[src/rtl/bitwise_arbiter.sv]
// bitwise_arbiter: round-robin share of one 16-bit OR/AND/XOR/NOT unit; XOR is built only under `BITWISE_ARBITER_XOR_EN.
// Latency: accepted in cycle T, rsp_valid in T+1; one result per cycle with same-cycle accept and drain.
// Backpressure: rsp_valid && !rsp_ready holds the result register and drops every req_ready.
module bitwise_arbiter #(
  parameter int N_REQ = 4
) (
  input  logic                clk,
  input  logic                reset,
  input  logic [N_REQ-1:0]    req_valid,
  output logic [N_REQ-1:0]    req_ready,
  input  logic [0:N_REQ*16-1] req_a,
  input  logic [0:N_REQ*16-1] req_b,
  input  logic [0:N_REQ*2-1]  req_op,
  output logic                rsp_valid,
  input  logic                rsp_ready,
  output logic [0:15]         rsp_out,
  output logic [2:0]          rsp_id,
  output logic                rsp_err
);

  localparam logic [1:0] OP_OR  = 2'b00;
  localparam logic [1:0] OP_AND = 2'b01;
  localparam logic [1:0] OP_XOR = 2'b10;
  localparam logic [1:0] OP_NOT = 2'b11;

  logic [2:0]  ptr;
  logic [2:0]  grant;
  logic        grant_vld;
  logic        can_accept;
  logic        xfer;
  logic [0:15] sel_a;
  logic [0:15] sel_b;
  logic [1:0]  sel_op;
  logic [0:15] alu_res;
  logic        alu_err;

  // Index reached after stepping off positions past base, wrapping at N_REQ.
  function automatic logic [2:0] rr_index(input logic [2:0] base, input int off);
    int s;
    s = int'(base) + off;
    if (s >= N_REQ) s = s - N_REQ;
    return s[2:0];
  endfunction

  // Walk farthest offset first so the nearest valid requester to ptr wins.
  always_comb begin
    grant     = '0;
    grant_vld = 1'b0;
    for (int k = N_REQ - 1; k >= 0; k--) begin
      for (int i = 0; i < N_REQ; i++) begin
        if (req_valid[i] && (rr_index(ptr, k) == i[2:0])) begin
          grant     = i[2:0];
          grant_vld = 1'b1;
        end
      end
    end
  end

  assign can_accept = !rsp_valid || rsp_ready;
  assign xfer       = grant_vld && can_accept && !reset;

  always_comb begin
    req_ready = '0;
    for (int i = 0; i < N_REQ; i++) begin
      if (xfer && (grant == i[2:0])) req_ready[i] = 1'b1;
    end
  end

  always_comb begin
    sel_a  = '0;
    sel_b  = '0;
    sel_op = '0;
    for (int i = 0; i < N_REQ; i++) begin
      if (grant == i[2:0]) begin
        sel_a  = req_a[i*16 +: 16];
        sel_b  = req_b[i*16 +: 16];
        sel_op = req_op[i*2 +: 2];
      end
    end
  end

  always_comb begin
    alu_res = '0;
    alu_err = 1'b0;
    case (sel_op)
      OP_OR:  alu_res = sel_a | sel_b;
      OP_AND: alu_res = sel_a & sel_b;
`ifdef BITWISE_ARBITER_XOR_EN
      OP_XOR: alu_res = sel_a ^ sel_b;
`else
      // Still consumes the grant so the requester is not stuck; flagged instead.
      OP_XOR: alu_err = 1'b1;
`endif
      OP_NOT: alu_res = ~sel_a;
      default: alu_res = '0;
    endcase
  end

  always_ff @(posedge clk or posedge reset) begin
    if (reset) begin
      rsp_valid <= 1'b0;
      rsp_out   <= '0;
      rsp_id    <= '0;
      rsp_err   <= 1'b0;
      ptr       <= '0;
    end else if (xfer) begin
      rsp_valid <= 1'b1;
      rsp_out   <= alu_res;
      rsp_id    <= grant;
      rsp_err   <= alu_err;
      ptr       <= (grant == 3'(N_REQ - 1)) ? 3'd0 : grant + 3'd1;
    end else if (rsp_ready) begin
      rsp_valid <= 1'b0;
    end
  end

endmodule

[config.mk]
export PLATFORM = sky130hd
export DESIGN_NAME = bitwise_arbiter
export DESIGN_NICKNAME = d
export VERILOG_FILES = /design/src/rtl/bitwise_arbiter.sv
export SDC_FILE = /design/constraint.sdc
export NUM_CORES = 1
export LEC_CHECK = 0
export ABC_AREA = 0
export BUFFER_PORTS_ARGS = -buffer_cell sky130_fd_sc_hd__buf_2
export CAP_MARGIN = 20
export CORE_UTILIZATION = 43
export DETAILED_ROUTE_END_ITERATION = 10
export PLACE_DENSITY = 0.86
export SETUP_SLACK_MARGIN = 0.4
export SLEW_MARGIN = 30
export SYNTH_ARGS = -nofsm -noshare
export SYNTH_HDL_FRONTEND = slang
export SYNTH_SLANG_ARGS = --single-unit
export TNS_END_PERCENT = 30
[constraint.sdc]
create_clock -name clk -period 4.8 [get_ports clk]
set_input_delay 0.24 -clock clk [delete_from_list [all_inputs] [get_ports clk]]
set_output_delay 0.24 -clock clk [all_outputs]
set_load 0.03 [all_outputs]
==> metrics.yaml, run 1 <==
sta:
  finalCriticalPeriod_ns: 3.60
  fin_crit_sh_pct: 75.0
  setup_slack_ns: 1.20
  finalHoldViolations: 0
  worst_pin_slew_ns: 0.807
  fmax_mhz: 278
  tns_ns: 0
  setup_viol: 0
  slew_viol_final: 0
  rsz0062_at_grt: "no"
  skew_ns: 0.00213
  relSlewSlack_pct: 45.9
  holdWs_ns: 0.0194
die:
  core.rowCount: 25
  start_util_pct: 45.3
  die-height_um: 72.7
  ioPinCount: 168
  die-area_um2: 5290
  fp.dieW_um: 72.7
  core_area_um2: 4750
final_layout:
  final_nets: 573
  fillers: 452
  drive_gt1_share_pct: 43.8
  syn2layout_area_growth_pct: 41.6
  antenna-diode-count: 0
global_routing:
  grt_max_degree: 37
  grt_pass1_wl_um: 11700
  grt-ovfl-total: 0
  grt_pass1_vias: 2478
  antenna_found_initial: 0
  grt_use_total_pct: 28.1
logic_synthesis:
  synthTopCellsByCount: "40 x nor2_1, 26 x a21oi_1, 22 x a221oi_1, 22 x dfrtp_1, 20 x o22ai_1"
  synthesis.area_um2: 2150
  yosys.area.top_type: "dfrtp_1"
  synthArstFlopShare_pct: 100
  synth_area_leaders: "dfrtp_1 26%, a221oi_1 9.0%, nor2_1 7.0%"
  seq_area_frac_synth_pct: 25.6
  syn-mean-instance-area_um2: 7.77
  ys_seq_elements: 22
  synth_ff_type: "dfrtp_1"
  synth_top_area_share_pct: 25.6
  syn-num-nets: 424
  synth_cell_type_count: 39
  syn_inst: 277
  yosys_warnings: 0
  synth-edff-count: 0
  yosysMostFrequentCell: "nor2_1"
worst_setup_path:
  cp_data_arrival_time_ns: 3.74
  critPathKind: "flip-flop to flip-flop"
  cp-end-kind: "flip-flop"
  critPathMaxFanout: 33
  required_ns: 4.94
  critPathLaunchType: "flip-flop"
drt:
  vias: 2802
  drt_iter0_drc: 180
  drtPass1Iterations: 4
  drt-vias-per-instance: 5.70
  drc: 0
  wl_per_cell_um: 15.5
  wirelength_um: 7610
  ant_nets: 0
clock_tree:
  worstSkewPairLatency_ns: 0.26
  clkSinkCount: 22
  clk_pin_slew_ns: 0.08
  cts_tree: "yes"
  root_buffer: "clkbuf_8"
  clk_path_buf_depth: 2
  postCtsSetupBuffers: 0
  post_cts_resized: 0
  numCtsBuffers: 3
  htreeDepth: 1
  cts_hold_buf: 0
power_and_ir_drop:
  ir_drop_mv: 0.391
  p_per_area_nw_per_um2: 669
  p_leak_nw: 1.47
min_path:
  hp-class: "input port to async pin"
placement:
  gp_congestion: 0.847
  dp_hpwl_um: 5880
  pre_cts_slack_ns: 1.22
  port_buffers: 166
flow_run:
  timing.max_cap.violations: 0
outcome:
  outcome: "finished clean"
worst paths after layout:
kind                          endpoint  cells past startpoint       from  slack (ns)
max                         rsp_out[1]                     11     ptr[0]        1.20
min                         rsp_out[8]                      2      reset        0.02
max reg2reg                 rsp_out[1]                     11     ptr[0]        1.20
min reg2reg                  rsp_id[0]                      2  rsp_id[0]        0.49
max in group asynchronous  rsp_out[10]                      2      reset        4.40
min in group clk             rsp_valid                      3  rsp_ready        0.28
power by group:
group          leakage [nW]  internal (mW)  switching [mW]  total (mW)
clock                0.0357          0.111          0.0625       0.174
combinational          1.17          0.615           0.928        1.54
sequential            0.263          0.269          0.0525       0.322
total                  1.47          0.996            1.04        2.04
placed cells by master, fill, tap and decap left out, types with 5 or more instances in the layout:
cell type,synthesis,routed
nor3_1,9,9
o31ai_1,6,6
nand2b_1,5,5
a221oi_1,22,22
dfrtp_1,22,22
nor2_1,40,40
maj3_1,11,11
o22ai_1,20,20
a221o_1,10,10
o21ai_0,9,9
a21oi_1,26,26
buf_4,1,5
inv_1,10,9
buf_2,9,166
o221ai_1,7,7
nand2_1,14,14
critical path, cell delays in order, from the launching register on:
cell and delay [ns]:
dfrtp_1 0.40, inv_1 0.09, o21ai_0 0.08, a211oi_1 0.46
inv_1 0.15, ha_1 0.25, nor2b_4 0.62, a221oi_2 0.16
or3_4 0.55, maj3_1 0.38, a21oi_1 0.20, a21oi_1 0.10
registers in the layout, indices dropped and copies added, names as in the netlist:
name	cells
rsp_err	1
rsp_id	2
rsp_out	16
rsp_valid	1
ptr	2
metrics by stage:
stage                     total power, mW  std cells  utilization (%)  area (um^2)
after floorplan                      1.52        277                -         2150
after global placement               1.79        487             62.3         2960
after detailed placement             1.83        487             62.3         2960
after CTS                            2.01        491             63.8         3040
after global routing                 2.18        492             64.1         3050
final                                2.04        492             64.1         3050
per-layer routing:
layer | up-vias | routed length, um | part of all wire, % | GRT usage (%)
met4 | 0 | 63 | 0.83 | 7.19
met1 | 1286 | 3280 | 43 | 39.8
met5 | - | 0 | 0 | 0
met2 | 148 | 3690 | 48 | 45.6
met3 | 8 | 574 | 7.5 | 3.04
li1 | 1360 | - | - | -
cells by family after synthesis:
kind of cell	share of synthesized area, %
AO/OA/AOI/OAI	38.8
AND/OR/NAND/NOR	17.6
buffers and inverters	8.37
flip-flops	25.6
adder cells (fa/ha/maj)	9.54
other	0.174
layout make-up:
type | count | area, um^2 | area share, %
Tap cell | 67 | 83.8 | 2.75
Multi-Input combinational cell | 217 | 1420 | 46.7
Clock buffer | 3 | 41.3 | 1.36
Clock inverter | 1 | 30.0 | 0.986
Timing Repair Buffer | 172 | 880 | 28.9
Sequential cell | 22 | 551 | 18.1
Inverter | 10 | 37.5 | 1.23
Power figures use the tool's default switching activity.
==> run 2, diff against run 1 <==
--- a/config.mk
+++ b/config.mk
@@ -8,9 +8,9 @@
 export ABC_AREA = 0
 export BUFFER_PORTS_ARGS = -buffer_cell sky130_fd_sc_hd__buf_2
 export CAP_MARGIN = 20
-export CORE_UTILIZATION = 43
+export CORE_UTILIZATION = 40
 export DETAILED_ROUTE_END_ITERATION = 10
-export PLACE_DENSITY = 0.86
+export PLACE_DENSITY = 0.81
 export SETUP_SLACK_MARGIN = 0.4
 export SLEW_MARGIN = 30
 export SYNTH_ARGS = -nofsm -noshare
==> constraint.sdc (replaced) <==
create_clock -name clk -period 3.65 [get_ports clk]
set_input_delay 0.1825 -clock clk [delete_from_list [all_inputs] [get_ports clk]]
set_output_delay 0.1825 -clock clk [all_outputs]
set_load 0.03 [all_outputs]
==> run 2 against run 1 <==
Compared with the run above:
- die area increased by 7.3%
- clock power increased by 4%
- sequential share of layout area decreased by 0.61 points
- via count increased by 5.2%
- cell area increased by 3.5%
- setup slack got worse by 0.59 ns
- power increased by 36%
- sequential power increased by 32%
- non-clock buffer count increased by 8
- critical path depth increased by 1
- cell count increased by 2.4%
- first-iteration DRC count increased by 11%
==> metrics.yaml, run 2 (synthesis gave the netlist of run 1 again) <==
outcome:
  outcome: "finished clean"  # unchanged
die:
  start_util_pct: 41.9  # was 45.3%
  die-area_um2: 5680  # was 5290 um^2
  die-height_um: 75.4  # was 72.7 um
  fp.dieW_um: 75.4  # was 72.7 um
  ioPinCount: 168  # unchanged
  core_area_um2: 5140  # was 4750 um^2
  core.rowCount: 26  # was 25
power_and_ir_drop:
  p_per_area_nw_per_um2: 880  # was 669 nW/um^2
  p_leak_nw: 1.52  # was 1.47 nW
  ir_drop_mv: 0.450  # was 0.391 mV
final_layout:
  antenna-diode-count: 0  # unchanged
  layout_common_cells: "166 x buf_2, 40 x nor2_1, 26 x a21oi_1"  # unchanged
  drive_gt1_share_pct: 46.1  # was 43.8%
  fillers: 515  # was 452
  syn2layout_area_growth_pct: 46.5  # was 41.6%
  top_register: "rsp_out"  # unchanged
  final_common_cell: "buf_2"  # unchanged
  largestRegisters: "rsp_out x16, ptr x2, rsp_id x2"  # unchanged
  largest_reg_flops: 16  # unchanged
  finalCoreUtilization_pct: 61.3  # was 64.1%
  final_nets: 582  # was 573
global_routing:
  grt_use_total_pct: 26.6  # was 28.1%
  grt_pass1_wl_um: 11500  # was 11700 um
  grt-ovfl-total: 0  # unchanged
  grt_max_degree: 37  # unchanged
  grt_pass1_vias: 2389  # was 2478
  antenna_found_initial: 0  # unchanged
drt:
  drt_iter0_drc: 199  # was 180
  wirelength_um: 8510  # was 7610 um
  ant_nets: 0  # unchanged
  wl_per_cell_um: 16.9  # was 15.5 um
  drc: 0  # unchanged
  vias: 2949  # was 2802
  drt-vias-per-instance: 5.85  # was 5.70
  drtPass1Iterations: 5  # was 4
sta:
  rsz0062_at_grt: "yes"  # was no
  skew_ns: 0.00464  # was 0.00213 ns
  fmax_mhz: 329  # was 278 MHz
  fin_crit_sh_pct: 83.3  # was 75.0%
  slew_viol_final: 0  # unchanged
  setup_viol: 0  # unchanged
  finalHoldViolations: 0  # unchanged
  tns_ns: 0  # unchanged
  worst_pin_slew_ns: 0.831  # was 0.807 ns
  finalCriticalPeriod_ns: 3.04  # was 3.60 ns
  relSlewSlack_pct: 44.3  # was 45.9%
worst_setup_path:
  critPathLaunch: "ptr[0]"  # unchanged
  required_ns: 3.80  # was 4.94 ns
  cp_data_arrival_time_ns: 3.19  # was 3.74 ns
  critPathLaunchType: "flip-flop"  # unchanged
  max_stage_delay_ns: 0.50  # was 0.62 ns
  cp-end-kind: "flip-flop"  # unchanged
  cpLargestDelayFamily: "simple AND/OR/NAND/NOR gates"  # unchanged
  path_cells: "nand2b_1 -> a21oi_1 -> a311oi_2 -> inv_1 -> ha_1 -> buf_4 -> nand2b_2 -> nor2_1 -> or3_4 -> maj3_1 -> a21oi_1 -> a21oi_1"  # was inv_1 -> o21ai_0 -> a211oi_1 -> inv_1 -> ha_1 -> nor2b_4 -> a221oi_2 -> or3_4 -> maj3_1 -> a21oi_1 -> a21oi_1
  slowest_stage: "or3_4"  # was nor2b_4
  rr_startpoint: "ptr[0]"  # unchanged
  critPathMaxFanout: 21  # was 33
  crit_path_frequent_cell: "a21oi_1"
  critPathKind: "flip-flop to flip-flop"  # unchanged
  cp.buffers_inverters: 2  # unchanged
clock_tree:
  cts_tree: "yes"  # unchanged
  clk_pin_slew_ns: 0.09  # was 0.08 ns
  worstSkewPairLatency_ns: 0.26  # about the same
  root_buffer: "clkbuf_8"  # unchanged
  htreeDepth: 1  # unchanged
  clk_path_buf_depth: 2  # unchanged
  clkSinkCount: 22  # unchanged
  numCtsBuffers: 3  # unchanged
placement:
  dp_hpwl_um: 6370  # was 5880 um
  gp_congestion: 0.872  # was 0.847
  port_buffers: 166  # unchanged
min_path:
  worstHoldStart: "rsp_ready"
  hp-class: "input port to flip-flop"  # was input port to async pin
flow_run:
  timing.max_cap.violations: 0  # unchanged
[run 2: cell types whose count changed in the layout (fill, tap and decap cells not counted), sizes merged]
cell and delta:
buf +7, bufinv -1, clkbuf +1, clkinv -1, dlygate4sd3 +1, inv +1
nor2b +1
[run 2: metrics by stage]
step | cell area (um^2) | hold WS (ns) | std cells | total power [mW] | setup WS, ns
global route | 3150 | 0.242 | 504 | 2.97 | 0.391
global placement | 3010 | 0.238 | 494 | 2.41 | 0.579
detailed placement | 3010 | 0.247 | 494 | 2.47 | 0.288
floorplan | 2150 | 0.180 | 277 | 1.99 | 0.838
CTS | 3090 | 0.217 | 499 | 2.67 | 0.399
finish | 3150 | 0.225 | 504 | 2.78 | 0.610
[run 2: path summary, 6_finish.rpt]
path	endpoint	slack [ns]	depth (start not counted)
worst max-delay path	rsp_out[1]	0.61	12
worst min-delay path	rsp_valid	0.22	3
worst max register to register	rsp_out[1]	0.61	12
worst min register to register	rsp_out[13]	0.49	2
max in group asynchronous	rsp_out[11]	2.90	4
min in group asynchronous	rsp_out[8]	0.51	4
[run 2: layout make-up]
cell class              instances  area (um^2)  share of cell area, %
inverters                      10         37.5                   1.19
multi-input cells             218         1470                   46.5
flip-flops and latches         22          551                   17.5
repair buffers                180          955                   30.3
well taps                      70         87.6                   2.78
clock buffers                   4         55.1                   1.75
[run 2: layer usage]
layer / part of all wire [%] / global-route usage (%)
met5: 0 / 0
met4: 1.0 / 7.41
met3: 8.1 / 5.03
met2: 48 / 40.1
met1: 43 / 38.7
[run 2: power breakdown]
group	internal [mW]	leakage, nW	switching [mW]	total, mW
logic	0.885	1.23	1.29	2.17
clock network	0.0962	0.0288	0.0844	0.181
registers	0.354	0.263	0.0712	0.425
total	1.33	1.52	1.44	2.78
[run 2: tightest hold or removal path: cells and delay by family]
family	cells	cell delay [ns]
simple gates	2	0.20
buf+inv	1	0.07
[run 2: timing repair]
item | in CTS | in global routing
hold buffers | 1 | 0
endpoints found under the setup margin | 4 | 16
gates resized for setup | 2 | 6
buffers inserted | 0 | 4
pin swaps | 0 | 1
hold endpoints to repair | 22 | 0
cloned | 0 | 1
